<file path="src/rtl/jtkicker_ncolmix.sv">
// Colour mixer: picks the highest-priority visible layer pixel, looks it up
// in a programmable 8-bit palette and expands it to 4-bit RGB. Three pixel
// stages (select, palette read, expand) all advance on pxl_cen. Blanking is
// delayed separately for the LHBL_dly/LVBL_dly outputs and, through a fixed
// two-stage tap, used to blank the colour so it lines up with the pixel path.
module jtkicker_ncolmix #(
   parameter int LAYERS    = 2,
   parameter int PXLW      = 4,
   parameter int BLANK_DLY = 3,
   localparam int PALW     = PXLW + 2
) (
   input  logic                   rst,
   input  logic                   clk,
   input  logic                   pxl_cen,
   input  logic [LAYERS*PXLW-1:0] lyr_pxl,
   input  logic                   LHBL,
   input  logic                   LVBL,
   input  logic [PALW-1:0]        prog_addr,
   input  logic [7:0]             prog_data,
   input  logic                   prog_en,
   input  logic [3:0]             gfx_en,
   output logic [3:0]             red,
   output logic [3:0]             green,
   output logic [3:0]             blue,
   output logic                   LHBL_dly,
   output logic                   LVBL_dly
);

   logic [1:0]           sel_lyr;
   logic [PXLW-1:0]      sel_pxl;
   logic [PALW-1:0]      idx;
   logic [7:0]           pal_q;
   logic [7:0]           pal [0:2**PALW-1];
   logic [BLANK_DLY-1:0] hbl_sr;
   logic [BLANK_DLY-1:0] vbl_sr;
   logic [1:0]           blank_pipe;

   // Priority pick: scan from the top layer down so the lowest qualifying
   // layer is the last assignment; nothing qualifying leaves the top layer
   // with pen 0, which still indexes a real palette entry.
   always_comb begin
      sel_lyr = 2'(LAYERS-1);
      sel_pxl = '0;
      for (int n = LAYERS-1; n >= 0; n--) begin
         if (gfx_en[n] && (lyr_pxl[n*PXLW +: PXLW] != '0)) begin
            sel_lyr = 2'(n);
            sel_pxl = lyr_pxl[n*PXLW +: PXLW];
         end
      end
   end

   // Palette write port, free-running and never cleared by reset.
   always_ff @(posedge clk) begin
      if (prog_en) pal[prog_addr] <= prog_data;
   end

   // Pixel pipeline: stage 1 index, stage 2 palette read (old data on a
   // same-cycle write), stage 3 colour expansion with blanking.
   always_ff @(posedge clk or posedge rst) begin
      if (rst) begin
         idx   <= '0;
         pal_q <= '0;
         red   <= '0;
         green <= '0;
         blue  <= '0;
      end else if (pxl_cen) begin
         idx   <= {sel_lyr, sel_pxl};
         pal_q <= pal[idx];
         if (!blank_pipe[1]) begin
            red   <= '0;
            green <= '0;
            blue  <= '0;
         end else begin
            red   <= {pal_q[7:5], pal_q[7]};
            green <= {pal_q[4:2], pal_q[4]};
            blue  <= {pal_q[1:0], pal_q[1:0]};
         end
      end
   end

   // Blanking delays: configurable taps for the outputs, fixed two-stage
   // tap feeding stage 3 so colour blanking tracks the pixel it belongs to.
   always_ff @(posedge clk or posedge rst) begin
      if (rst) begin
         hbl_sr     <= '0;
         vbl_sr     <= '0;
         blank_pipe <= '0;
      end else if (pxl_cen) begin
         hbl_sr     <= (hbl_sr << 1) | BLANK_DLY'(LHBL);
         vbl_sr     <= (vbl_sr << 1) | BLANK_DLY'(LVBL);
         blank_pipe <= {blank_pipe[0], LHBL & LVBL};
      end
   end

   assign LHBL_dly = hbl_sr[BLANK_DLY-1];
   assign LVBL_dly = vbl_sr[BLANK_DLY-1];

endmodule

</file>
<file path="config.mk">
export PLATFORM = sky130hd
export DESIGN_NAME = jtkicker_ncolmix
export DESIGN_NICKNAME = d
export VERILOG_FILES = /design/src/rtl/jtkicker_ncolmix.sv
export SDC_FILE = /design/constraint.sdc
export NUM_CORES = 1
export LEC_CHECK = 0
export CAP_MARGIN = 20
export CELL_PAD_IN_SITES_DETAIL_PLACEMENT = 0
export CELL_PAD_IN_SITES_GLOBAL_PLACEMENT = 1
export CORE_UTILIZATION = 35
export DETAILED_ROUTE_END_ITERATION = 16
export PLACE_DENSITY_LB_ADDON = 0.1
export SKIP_LAST_GASP = 1
export SYNTH_ARGS = -nofsm -noshare
export SYNTH_HDL_FRONTEND = slang
export SYNTH_SLANG_ARGS = --single-unit
export TNS_END_PERCENT = 1
</file>
<file path="constraint.sdc">
create_clock -name clk -period 4.8 [get_ports clk]
set_clock_uncertainty 0.2 [all_clocks]
set_input_delay 0.96 -clock clk [delete_from_list [all_inputs] [get_ports clk]]
set_output_delay 0.96 -clock clk [all_outputs]
set_load 0.005 [all_outputs]
</file>
* Yosys cells after proc, flatten, opt, wreduce, memory -nomap -nowiden
Memories as Yosys holds them, arrays and structs flattened. A register that Yosys moved wholly into a read port is not among the register bits.
Cells that the tools add are included.
** Word-level totals
- Memories kept :: 1
- Bits in latches :: 0
- Output and inout bits :: 14
- ROM bits :: 0
- Logic and storage cells :: 23
- Input bits :: 32
- Bits in writable memories :: 512
- Register bits :: 26
** Operators by class
- Add/subtract/negate cells :: 0
- Muxes and demuxes :: 8
- Magnitude comparators :: 0
- $mul :: 0
- Eq/ne operators :: 0
- Bitwise operators :: 3
- Divide/modulo/power cells :: 0
- Reductions and logical operators :: 4
- Shifts and indexed selects :: 0
** Memories
- pal :: depth 64, bits a word 8, read ports 1, clocked after memory_dff 1, wr ports 1, RTL line 33 : logic [7:0] pal [0:2**PALW-1];
** Operator list (count)
- $mux 4 :: 5
- $reduce_bool 4->1 :: 2
- $or 3x1->3 :: 2
- $mux 1 :: 3
- $logic_and 1x1->1 :: 2
- $and 1x1->1 :: 1

* Longest topological paths before layout
- Depth after elaboration :: 4
- Mapped depth :: 8
- Mapped depth without buffers :: 5

* Worst setup path before layout
OpenSTA, ideal clock, no wires.
- Kind :: input to register
- From :: in prog_addr[5]
- To :: mem pal[11][0] (enable)
- Slack :: 2103 ps
- Arrival :: 2127 ps
- Required time :: 4230 ps
- Buffers on the path :: 1
- Cell stages on the path :: 4
- Library setup time :: 370 ps
- Path through :: nand2b_1 or3b_2 clkbuf_1 nor2_1
** RTL lines
- start: declaration :: RTL line 18 : input logic [PALW-1:0] prog_addr,
- end: declaration :: RTL line 33
No word-level cell before the write port.

==> reports/results.ini <==
[layout]
drive_gt1_frac=0.108
postLayoutCoreUtil=0.413
area_delta_synth_final_pct=15.6
final_common_cell=edfxtp_1
layout_common_cells=256 x edfxtp_1, 128 x mux2i_1, 64 x a22oi_1
nNetsFinal=755
diodes=0
instances_no_fill=1149

[worst_setup_path]
path_cells=buf_12 -> mux2i_1 -> a22oi_1 -> a21oi_1 -> nor4_1 -> mux2_2
r2r_setup_slack_ns=1.82
cp-endpoint=pal_q[3]$_DFFE_PP0P_
start_kind=flop
startpoint=idx[0]$_DFFE_PP0P_
critPathBufInv=1
r2r_end=pal_q[3]$_DFFE_PP0P_
cp_num_cells=6
worstPathRequired_ns=5.08
cp_top_family=flip-flops
reg2reg_depth=6
cp_max_fo=47
slowest_stage=dfrtp_4
r2r-start=idx[0]$_DFFE_PP0P_
worstPathArrival_ns=3.26
slowest_delay_ns=0.87
end_kind=flop
critical_path_class=flop to flop

[timing]
period_share=0.621
worst_pin_slew_ns=0.951
max_freq_ghz=0.336
period_needed_ns=2.98
drv_slew=0
finalWorstSetupSlack_ns=1.82
hold_viol_final=0
tns_ns=0
holdWs_ns=0.305
setup_violations=0
slew_headroom=0.364
grt_setup_unrepaired=false

[logic_synthesis]
ys_warn_count=0
ys_types=29
syn_area_um2=11300
synth_fp_nets=710
netlist_instances=678
synth-async-reset-ratio=0.102
ys.flop_type=edfxtp_1
ys_ff_latch=285
synth-edff-count=256
syn_avg_cell_area_um2=16.7
yosysSeqAreaShare=0.742

[clock_tree]
clk_latency_ns=0.55
cts.sink_count=285
htree_levels=1
cts_buffer_depth=3
clk_pin_slew_worst_paths_ns=0.06
clock-root-buffer=clkbuf_16
cts_buffers=30
cts_tree=done
cts_resized=0
holdBufCountCts=0
cts_setup_buffers=0

[floorplanning]
dieHeight_um=182
die_w_um=182
ios=46
core_um2=31700
start_util=0.357
rows=65
dieArea_um2=33100

[route]
wl_per_cell_um=21.8
wirelength_um=25000
drc=0
first_iter_violations=428
via_per_inst=5.08
vias=5838
drtPass1Iterations=4
drtAntennaViolNets=0

[place]
dp_cells=1092
io_buffers=43
place_ws_ns=1.38
place.gp.congestion=0.784
post-dp-hpwl_um=16000

[worst_hold_path]
hp-start=blank_pipe[0]$_DFFE_PP0P_
hold_class=flop to flop

[grt]
grt_usage=0.154
grt_antenna_before_repair=0
overflow=0
grt_pass1_wl_um=37200
grt_pass1_vias=5947
grt_max_degree=48

[power]
leakage_nw=4.49
power_density_nw_per_um2=420
peakVddDrop_uv=275

[run]
drv_cap=0

[run_status]
status=completed

## kinds of logic after synthesis
kind of cell,synth area share
multiplexers,0.129
AND/OR/NAND/NOR,0.0359
AO/OA/AOI/OAI,0.0635
flip-flops,0.742
buffers and inverters,0.0295
## area by class of cell
cell class                 count  area, µm²
fill                        2860      18600
timing repair buffer          58        596
clock buffer                  34        787
inverter                      10       37.5
tap                          402        503
multi-input combinational    338       2610
clock inverter                22        154
sequential                   285       8420
## how the worst min path moves through the flow
stage                                 to  slack, ns  cells past startpoint
4_1_cts        blank_pipe[1]$_DFFE_PP0P_       0.31                      1
3_5_place_dp   blank_pipe[1]$_DFFE_PP0P_       0.29                      1
3_3_place_gp       hbl_sr[1]$_DFFE_PP0P_       0.28                      1
6_report       blank_pipe[1]$_DFFE_PP0P_       0.30                      1
2_1_floorplan        blue[1]$_DFFE_PP0P_       0.26                      2
5_1_grt        blank_pipe[1]$_DFFE_PP0P_       0.33                      1
## registers in the layout, summed over array words and instances (netlist names)
signal      cells
blank_pipe      2
blue            2
green           3
hbl_sr          3
idx             5
pal           256
pal_q           8
red             3
vbl_sr          3
## cell usage after synthesis, types with 2 or more instances
master	n	area, µm²
edfxtp_1	256	7690
mux2i_1	128	1280
a22oi_1	64	480
nor2_1	39	146
a21oi_1	32	160
dfrtp_1	29	726
mux2_2	16	180
clkbuf_1	14	52.6
nand3_1	14	70.1
inv_1	10	37.5
buf_2	9	45.0
buf_4	9	67.6
o21ai_0	9	45.0
nor4_1	8	50.1
nand2_1	7	26.3
buf_6	6	67.6
a31oi_1	4	25.0
buf_1	3	11.3
buf_8	3	45.0
nand2b_1	3	18.8
nand3b_1	3	22.5
or3b_2	3	26.3
nor2b_1	2	12.5
or3_1	2	12.5
## metrics by stage
step | area [µm²] | total power [mW]
global placement | 12100 | 3.35
floorplan | 11300 | 3.16
CTS | 13100 | 5.56
global route | 13100 | 5.70
detailed placement | 12100 | 3.37
finish | 13100 | 5.50
## report_power, final
group | switching [mW] | internal [mW] | total (mW)
Clock | 0.918 | 1.27 | 2.19
Sequential | 0.0526 | 2.76 | 2.82
Combinational | 0.276 | 0.214 | 0.490
Total | 1.25 | 4.25 | 5.50
## layer usage
metal  share of wire  track usage  vias up  wire length (µm)
li1                -            -     2739                 -
met1            0.46        0.216     2941             11500
met3           0.039       0.0205       34               987
met5               0            0        -                 0
met4           0.020       0.0387        0               490
met2            0.48        0.252      124             12000
Power figures use the tool's default switching activity.
